===== src/rtl/instr_enc_pkg.sv =====
// Shared WISC opcode values, field-range limits and loader state encoding.
package instr_enc_pkg;

   typedef enum logic [3:0] {
      OP_ADD  = 4'h0,
      OP_ADDZ = 4'h1,
      OP_SUB  = 4'h2,
      OP_AND  = 4'h3,
      OP_NOR  = 4'h4,
      OP_SLL  = 4'h5,
      OP_SRL  = 4'h6,
      OP_SRA  = 4'h7,
      OP_LW   = 4'h8,
      OP_SW   = 4'h9,
      OP_LHB  = 4'hA,
      OP_LLB  = 4'hB,
      OP_B    = 4'hC,
      OP_JAL  = 4'hD,
      OP_JR   = 4'hE,
      OP_HLT  = 4'hF
   } opcode_t;

   typedef enum logic [1:0] {
      S_IDLE  = 2'd0,
      S_LOAD  = 2'd1,
      S_FLUSH = 2'd2,
      S_DONE  = 2'd3
   } state_t;

   localparam int SHIFT_MIN = 0;
   localparam int SHIFT_MAX = 15;
   localparam int MEM_MIN   = -8;
   localparam int MEM_MAX   = 7;
   localparam int LB_MIN    = -128;
   localparam int LB_MAX    = 255;
   localparam int BR_MIN    = -256;
   localparam int BR_MAX    = 255;
   localparam int JAL_MIN   = -2048;
   localparam int JAL_MAX   = 2047;

   // Immediates arrive as 16-bit two's complement.
   function automatic logic in_range(input logic [15:0] v, input int lo, input int hi);
      int s;
      s = int'($signed(v));
      return (s >= lo) && (s <= hi);
   endfunction

endpackage


===== src/rtl/instr_enc_pack.sv =====
// Combinational field-to-word packer with per-format immediate legality check.
module instr_pack
   import instr_enc_pkg::*;
(
   input  logic [3:0]  op,
   input  logic [3:0]  rd,
   input  logic [3:0]  rs,
   input  logic [3:0]  rt,
   input  logic [15:0] imm,
   output logic [15:0] word,
   output logic        legal
);

   always_comb begin
      word  = 16'h0000;
      legal = 1'b1;
      case (opcode_t'(op))
         OP_ADD, OP_ADDZ, OP_SUB, OP_AND, OP_NOR: begin
            word = {op, rd, rs, rt};
         end
         OP_SLL, OP_SRL, OP_SRA: begin
            word  = {op, rd, rs, imm[3:0]};
            legal = in_range(imm, SHIFT_MIN, SHIFT_MAX);
         end
         OP_LW, OP_SW: begin
            word  = {op, rd, rs, imm[3:0]};
            legal = in_range(imm, MEM_MIN, MEM_MAX);
         end
         OP_LHB, OP_LLB: begin
            word  = {op, rd, imm[7:0]};
            legal = in_range(imm, LB_MIN, LB_MAX);
         end
         OP_B: begin
            word  = {op, rd[2:0], imm[8:0]};
            legal = !rd[3] && in_range(imm, BR_MIN, BR_MAX);
         end
         OP_JAL: begin
            word  = {op, imm[11:0]};
            legal = in_range(imm, JAL_MIN, JAL_MAX);
         end
         OP_JR: begin
            word = {op, 4'h0, rs, 4'h0};
         end
         OP_HLT: begin
            word = {op, 12'h000};
         end
         default: begin
            word  = 16'h0000;
            legal = 1'b0;
         end
      endcase
   end

endmodule


===== src/rtl/instr_enc.sv =====
// WISC program loader: accepts field bundles, packs them and writes them
// sequentially into instruction memory until HLT or address exhaustion.
//
// state | meaning
// IDLE  | after reset, waiting for start
// LOAD  | accepting bundles, one per cycle
// FLUSH | final word (HLT or last address) being written
// DONE  | run complete; start begins a new run
module instr_enc
   import instr_enc_pkg::*;
#(
   parameter int AW = 16
) (
   input  logic          clk,
   input  logic          rst,
   input  logic          start,
   input  logic [AW-1:0] base_addr,
   input  logic          in_valid,
   output logic          in_ready,
   input  logic [3:0]    fld_op,
   input  logic [3:0]    fld_rd,
   input  logic [3:0]    fld_rs,
   input  logic [3:0]    fld_rt,
   input  logic [15:0]   fld_imm,
   output logic          im_we,
   output logic [AW-1:0] im_addr,
   output logic [15:0]   im_wdata,
   output logic          err,
   output logic          err_seen,
   output logic          ovf,
   output logic          done,
   output logic [AW:0]   wcount
);

   state_t        state, state_nxt;
   logic [AW-1:0] addr;
   logic [15:0]   word;
   logic          legal;
   logic          accept;
   logic          start_ok;
   logic          last_addr;
   logic          is_hlt;

   instr_pack u_pack (
      .op    (fld_op),
      .rd    (fld_rd),
      .rs    (fld_rs),
      .rt    (fld_rt),
      .imm   (fld_imm),
      .word  (word),
      .legal (legal)
   );

   assign in_ready  = (state == S_LOAD);
   assign done      = (state == S_DONE);
   assign accept    = in_valid && in_ready;
   assign start_ok  = start && ((state == S_IDLE) || (state == S_DONE));
   assign last_addr = (addr == {AW{1'b1}});
   assign is_hlt    = (fld_op == OP_HLT);

   always_ff @(posedge clk) begin
      if (rst) state <= S_IDLE;
      else     state <= state_nxt;
   end

   always_comb begin
      state_nxt = state;
      case (state)
         S_IDLE, S_DONE: if (start) state_nxt = S_LOAD;
         S_LOAD:         if (accept && legal && (is_hlt || last_addr)) state_nxt = S_FLUSH;
         S_FLUSH:        state_nxt = S_DONE;
         default:        state_nxt = S_IDLE;
      endcase
   end

   always_ff @(posedge clk) begin
      if (rst) begin
         addr     <= '0;
         wcount   <= '0;
         im_we    <= 1'b0;
         im_addr  <= '0;
         im_wdata <= 16'h0000;
         err      <= 1'b0;
         err_seen <= 1'b0;
         ovf      <= 1'b0;
      end else begin
         im_we <= 1'b0;
         err   <= 1'b0;
         if (start_ok) begin
            addr     <= base_addr;
            wcount   <= '0;
            err_seen <= 1'b0;
            ovf      <= 1'b0;
         end else if (accept) begin
            if (legal) begin
               im_we    <= 1'b1;
               im_addr  <= addr;
               im_wdata <= word;
               wcount   <= wcount + (AW+1)'(1);
               // Address saturates at the top; the run ends there anyway.
               if (!last_addr) addr <= addr + AW'(1);
               if (!is_hlt && last_addr) ovf <= 1'b1;
            end else begin
               err      <= 1'b1;
               err_seen <= 1'b1;
            end
         end
      end
   end

endmodule


===== config.mk =====
export PLATFORM = sky130hd
export DESIGN_NAME = instr_enc
export DESIGN_NICKNAME = d
export VERILOG_FILES = /design/src/rtl/instr_enc_pkg.sv /design/src/rtl/instr_enc_pack.sv /design/src/rtl/instr_enc.sv
export SDC_FILE = /design/constraint.sdc
export NUM_CORES = 1
export LEC_CHECK = 0
export ABC_CLOCK_PERIOD_IN_PS = 5800
export BUFFER_PORTS_ARGS = -buffer_cell sky130_fd_sc_hd__buf_2
export CORE_ASPECT_RATIO = 1.25
export CORE_MARGIN = 4
export CORE_UTILIZATION = 27
export DETAILED_ROUTE_END_ITERATION = 8
export HOLD_SLACK_MARGIN = 0.12
export PLACE_DENSITY_LB_ADDON = 0.05
export SYNTH_ARGS = -nofsm -noshare
export SYNTH_HDL_FRONTEND = slang
export SYNTH_SLANG_ARGS = --single-unit

===== constraint.sdc =====
create_clock -name clk -period 5.8 [get_ports clk]
set_input_delay 0.29 -clock clk [delete_from_list [all_inputs] [get_ports clk]]
set_output_delay 0.29 -clock clk [all_outputs]
set_load 0.01 [all_outputs]

# Word level (Yosys, flattened, before mapping)
# Index checks and enable logic that the tools add are counted.
[totals] output_inout_bits=55 wordCells=89 inputBits=52 register_bits=71
[classes] addsub=2 eq_ne=22 reduce_logical=33 magnitude_cmp=9 mux=11 bitwise_logic=3
[op_table] operator="$pmux 16 s7" count=1
[op_table] operator="$mux 16" count=4
[op_table] operator="$eq 4x4->1 const B" count=8
[op_table] operator="$add 17x1->17 const B" count=1
[op_table] operator="$add 16x1->16 const B" count=1
[op_table] operator="$eq 16x16->1 const B" count=1
[op_table] operator="$eq 4x3->1 const B" count=4
[op_table] operator="$ge 16x1->1 const B" count=1
[op_table] operator="$ge 16x12->1 const B" count=1
[op_table] operator="$ge 16x4->1 const B" count=1
[op_table] operator="$ge 16x8->1 const B" count=1
[op_table] operator="$ge 16x9->1 const B" count=1
[op_table] operator="$le 16x12->1 const B" count=1
[op_table] operator="$le 16x4->1 const B" count=1
[op_table] operator="$le 16x5->1 const B" count=1
[op_table] operator="$le 16x9->1 const B" count=1
[op_table] operator="$logic_and 1x1->1" count=11
[op_table] operator="$reduce_or 5->1" count=2
[op_table] operator="$reduce_and 3->1" count=3
[op_table] operator="$eq 4x2->1 const B" count=2
[op_table] operator="$reduce_or 2->1" count=4
[op_table] operator="$pmux 2 s3" count=1
[op_table] operator="$reduce_and 2->1" count=3
[op_table] operator="$reduce_or 3->1" count=2
[op_table] operator="other kinds (14)" count=23

# Longest topological paths before layout
[logic_depth] word_depth=8 depth_mapped=9 mapped_depth_nobuf=7

# Hierarchy
# A second synthesis with hierarchy kept.
[hier_totals] cells_unflattened=485 area_unflattened_um2=3711.1
[modules_own_cells] module="instr_enc" seq_area_each_um2=1421.4 cells_each=394 instances=1 area_per_inst_um2=3159.3
[modules_own_cells] module="instr_pack" seq_area_each_um2=0.0 cells_each=91 instances=1 area_per_inst_um2=551.8

# Worst setup path after synthesis
# No wires, ideal clock.
[synth_path] path_type="flip-flop to flip-flop" startpoint="reg addr[6]" endpoint="reg state[0]" t_required_ns=5.679 arrival_time_ns=2.248 setup_slack_ns=3.432 period_less_slack_ns=2.368 path_stages_with_launch=8 setup_time_ns=0.121 cell_sequence="dfxtp_1 -> clkbuf_1 -> and4_1 -> nand4_1 -> nor3_1 -> o21ai_0 -> a221oi_1 -> mux2_2"
[synth_via] elab_chain_cells=5
[synth_rtl] item="start: declaration" line="instr_enc.sv:36" text="logic [AW-1:0] addr;"
[synth_rtl] item="start signal: assignment" line="instr_enc.sv:90" text="addr <= base_addr;"
[synth_rtl] item="start signal: assignment" line="instr_enc.sv:101" text="if (!last_addr) addr <= addr + AW'(1);"
[synth_rtl] item="$eq 16x16->1" line="instr_enc.sv:58" text="assign last_addr = (addr == {AW{1'b1}});"
[synth_rtl] item="$logic_or 1x1->1" line="instr_enc.sv:70" text="S_LOAD: if (accept && legal && (is_hlt || last_addr)) state_nxt = S_FLUSH;"
[synth_rtl] item="$logic_and 1x1->1" line="instr_enc.sv:70"
[synth_rtl] item="$ne 2x1->1 (no line)"
[synth_rtl] item="$reduce_and 2->1 (no line)"
[synth_rtl] item="end signal: assignment" line="instr_enc.sv:63" text="else state <= state_nxt;"
[synth_rtl] item="end: declaration" line="instr_enc.sv:35" text="state_t state, state_nxt;"
# Every way passes these cells.
# A chain may end at the register's enable or synchronous reset.

# Worst setup path in the final report
[layout_path] startpoint="reg state[1]" endpoint="reg addr[11]"
[layout_via] elab_chain_cells=5 elab_cells_between_ends=11
[layout_rtl] item="$eq 2x2->1 or $logic_not 2->1 (tied branches)" line="instr_enc.sv:57" text="assign start_ok = start && ((state == S_IDLE) || (state == S_DONE));"
[layout_rtl] item="$logic_or 1x1->1" line="instr_enc.sv:57"
[layout_rtl] item="$logic_and 1x1->1" line="instr_enc.sv:57"
[layout_rtl] item="$ne 2x2->1 (no line) or $reduce_bool 2->1 (tied branches)"
[layout_rtl] item="$reduce_and 3->1 (no line)"
# Parallel ways exist; a longest one is shown, timed or not.

==> results.md <==
- Vias: 4052
- Largest net degree at the start of global routing: 58
- F_max: 0.314 GHz
- # diodes: 0
- CP Launch Type: register
- Reg clk slew, reported paths: 0.06 ns
- Pwr Density: around 330 nW/µm²
- Crit Path Max Fanout: 54
- Clock sinks: between 70 and 80
- Vias in the first global route: 3940
- Critical path endpoint category: register
- Syn. warnings: 0
- Max-slew violation count: 0
- Tot GR Track Use: 15.9%
- CTS tree: done
- Arr. time, crit path: about 3.5 ns
- RSZ-0062 raised after global routing: no
- H-tree levels: 3
- DRC viols: 0
- Synth Net Count: 551
- Ports: 107
- CTS Root Cell: clkbuf_16
- Max cap viols: 0
- Worst-skew pair later-pin latency: 0.33 ns
- Max clock buf depth: 2
- Site Rows: 48
- TNS Setup: 0 ns
- Tightest Hold Check Type: input port to register
- Highest routed layer: met4
- Non-Filler Instances: 755
- Placer Congestion: between 0.8 and 0.9
- Post-Synth XOR/XNOR Area: 0.227%
- Mux share of post-synthesis cell area: around 2.6%
- Tcrit/Tclk final: 54.9%
- First-pass GRT wire length: 20800 µm
- Ys flop type: dfxtp_1
- Critical path data required time: 6.07 ns
- Mapped Area: 3860 µm²
- Die X: roughly 110 µm
- Hold WS: roughly 0.17 ns
- Layout cell share with drive strength beyond 1: between 20% and 30%
- Area of the multi-input gates: 2250 µm²
- Met2 WL: 6030 µm
- Slowest cell on the critical path: nand2_2
- Fillers: ~1.5k
- Simple-gate portion of the synthesized area: 25.2%
- Initial Util: 27.7%
- Final ANT Viol Nets: 0
- Seq cells post-synth: 71
- Largest family of logic cells by synthesized area: compound AO/OA/AOI/OAI gates
- FF-to-FF setup slack: 2.62 ns
- Syn_area_per_cell: 7.82 µm²
- P_leak: 0.00190 µW
- Pre-Repair DR Iteration Count: 5
- IO Port Bufs: about 110
- Critical R2R Launch: state[1]
- Critical path class: register to register
- Total CTS buffers: 9
- Nets: 632
- Core Footprint: 13900 µm²
- Via density: 5.37
- Die area: between 15000 and 20000 µm²
- Layout area overhead: 23.9%
- Initial antenna violation count: 0
- Synth async-reset ratio: 0%
- Final hold viol count: 0
- CP peak stage delay: 0.74 ns
- Worst path bufs/invs: 1
- Post-CTS setup buffer count: 0
- Chip height: 142 µm
- Sequential area share after synthesis: between 30 and 40%
- EDFF count, synth: 0
- Post-Synth Adder-Cell Area: 1.62%
- Placed cells: 739
- Clock skew: 0.00797 ns
- Netlist cell types: 51
- Mapped Cells: slightly below 500
- Metal-1 WL: roughly 5600 µm
- Wirelength per Cell: 16.7 µm
- CTS-repair resized insts: 0
- Run status: finished, final reports clean
- Crit path from: state[1]
- Cell family with most CP delay: simple AND/OR/NAND/NOR gates
- Grt ovf: 0
- Hold_buf cts: 0
- Initial DRC Count: 205
- Period minus WS final: 3.18 ns
- Hpwl dp: roughly 9000 µm
- Final setup viols: 0
- Worst Tran Pin Value: roughly 1 ns
- Synth Area in Compound Gates: between 20 and 30%
- Max_slew headroom: 32.4%
- Metal3 WL: 849 µm
- Worst path cell trace: inv_1 > ha_1 > nand2_2 > nand2b_1 > or3_1 > nor3_1 > a311o_1
- Post-Route WL: 12600 µm
- Register area: 1420 µm²
- VDD IR-drop max: 0.148 mV
- Worst hold start: base_addr[12]
## worst paths after layout
kind,cells past startpoint,endpoint
worst max-delay path,7,addr[11]
worst min register to register,2,im_addr[15]
worst max register to register,7,addr[11]
worst min-delay path,3,addr[12]
## flip-flops by register name, indices dropped and copies added (netlist names)
signal and count:
im_we 1, addr 16, ovf 1, state 2
im_wdata 16, im_addr 16, err_seen 1, wcount 17
err 1
## layout by cell type, fill, tap and decap left out, types with 4 or more instances in the layout
master / count
or4_1: 9
clkbuf_16: 9
buf_4: 5
nand2_1: 30
nor2b_1: 5
nor4_1: 6
a211oi_1: 10
dfxtp_1: 71
a31oi_1: 5
a22oi_1: 9
buf_2: 106
and2_1: 4
mux2_2: 8
nand3_1: 35
nor2_1: 31
a21oi_1: 60
or3_1: 16
a221oi_1: 5
nand4_1: 10
nand2b_1: 4
o21ai_0: 45
nor3b_1: 4
a311oi_1: 9
and3_1: 10
o31ai_1: 7
inv_1: 12
ha_1: 5
nor3_1: 6
## cell type report
class / count / share of cell area (%)
multi-input combinational: 370 / 46.9
clock buffer: 14 / 5.72
sequential: 71 / 29.7
timing repair buffer: 111 / 11.9
tap: 175 / 4.57
inverter: 12 / 0.941
clock inverter: 2 / 0.287
## cell families after synthesis
kind of cell	after synthesis
DFF	71
xor gates and xnor gates	1
buffers and inverters	53
adders and majority gates	5
AOI/OAI and AO/OA	174
and+or+nand+nor	181
muxes	9
## power breakdown
part / internal, µW / leakage, µW / switching, µW
logic: 143 / 0.00118 / 274
clock network: 325 / 0.000143 / 202
registers: 546 / 0.000576 / 66.5
total: 1010 / 0.00190 / 543
## cell usage after synthesis, drive strengths merged (2+ instances only)
cell type / count / share of area [%]
nand3b: 2 / 0.39
a31o: 3 / 0.68
a21oi: 60 / 7.8
a22oi: 9 / 1.7
nand2b: 4 / 0.65
dfxtp: 71 / 37
nand4: 10 / 1.6
a221oi: 5 / 1.1
o31ai: 7 / 1.4
o211ai: 3 / 0.58
or3: 16 / 2.6
or4: 10 / 2.0
nand4b: 2 / 0.45
clkbuf: 33 / 3.2
and2: 5 / 0.81
o311ai: 3 / 0.68
nor3: 7 / 1.2
a311oi: 9 / 2.0
and4: 2 / 0.45
o22ai: 2 / 0.32
buf: 8 / 1.1
o41ai: 2 / 0.45
nand2: 31 / 3.0
a31oi: 6 / 0.97
nor3b: 4 / 0.78
nor2b: 5 / 0.81
inv: 12 / 1.2
nand3: 36 / 4.8
nor2: 31 / 3.0
and3: 10 / 1.6
ha: 5 / 1.6
a311o: 2 / 0.52
a41o: 3 / 0.78
nor4: 6 / 0.97
a211oi: 10 / 1.9
o21ai: 45 / 5.8
mux2: 8 / 2.3
## layer usage
metal | GRT usage, % | up-vias
met3 | 4.95 | 7
met4 | 4.26 | 0
met1 | 19.9 | 1909
met2 | 26.2 | 105
li1 | - | 2031
met5 | 0 | -
## metrics by stage
stage	util [%]	instance area (µm²)	total power [µW]	setup slack [ns]
after detailed placement	32.3	4500	1050	2.50
final	34.4	4790	1560	2.62
after floorplan	-	3860	903	3.43
after CTS	34.4	4790	1590	2.58
after global placement	32.3	4500	1040	2.58
after global routing	34.4	4790	1670	2.33
## tightest hold or removal path, delay by kind of cell
family / cells / cell delay, ns
buf+inv: 1 / 0.08
compound gates: 1 / 0.05
simple gates: 1 / 0.04
No activity file was read; power rests on OpenSTA's default activity.
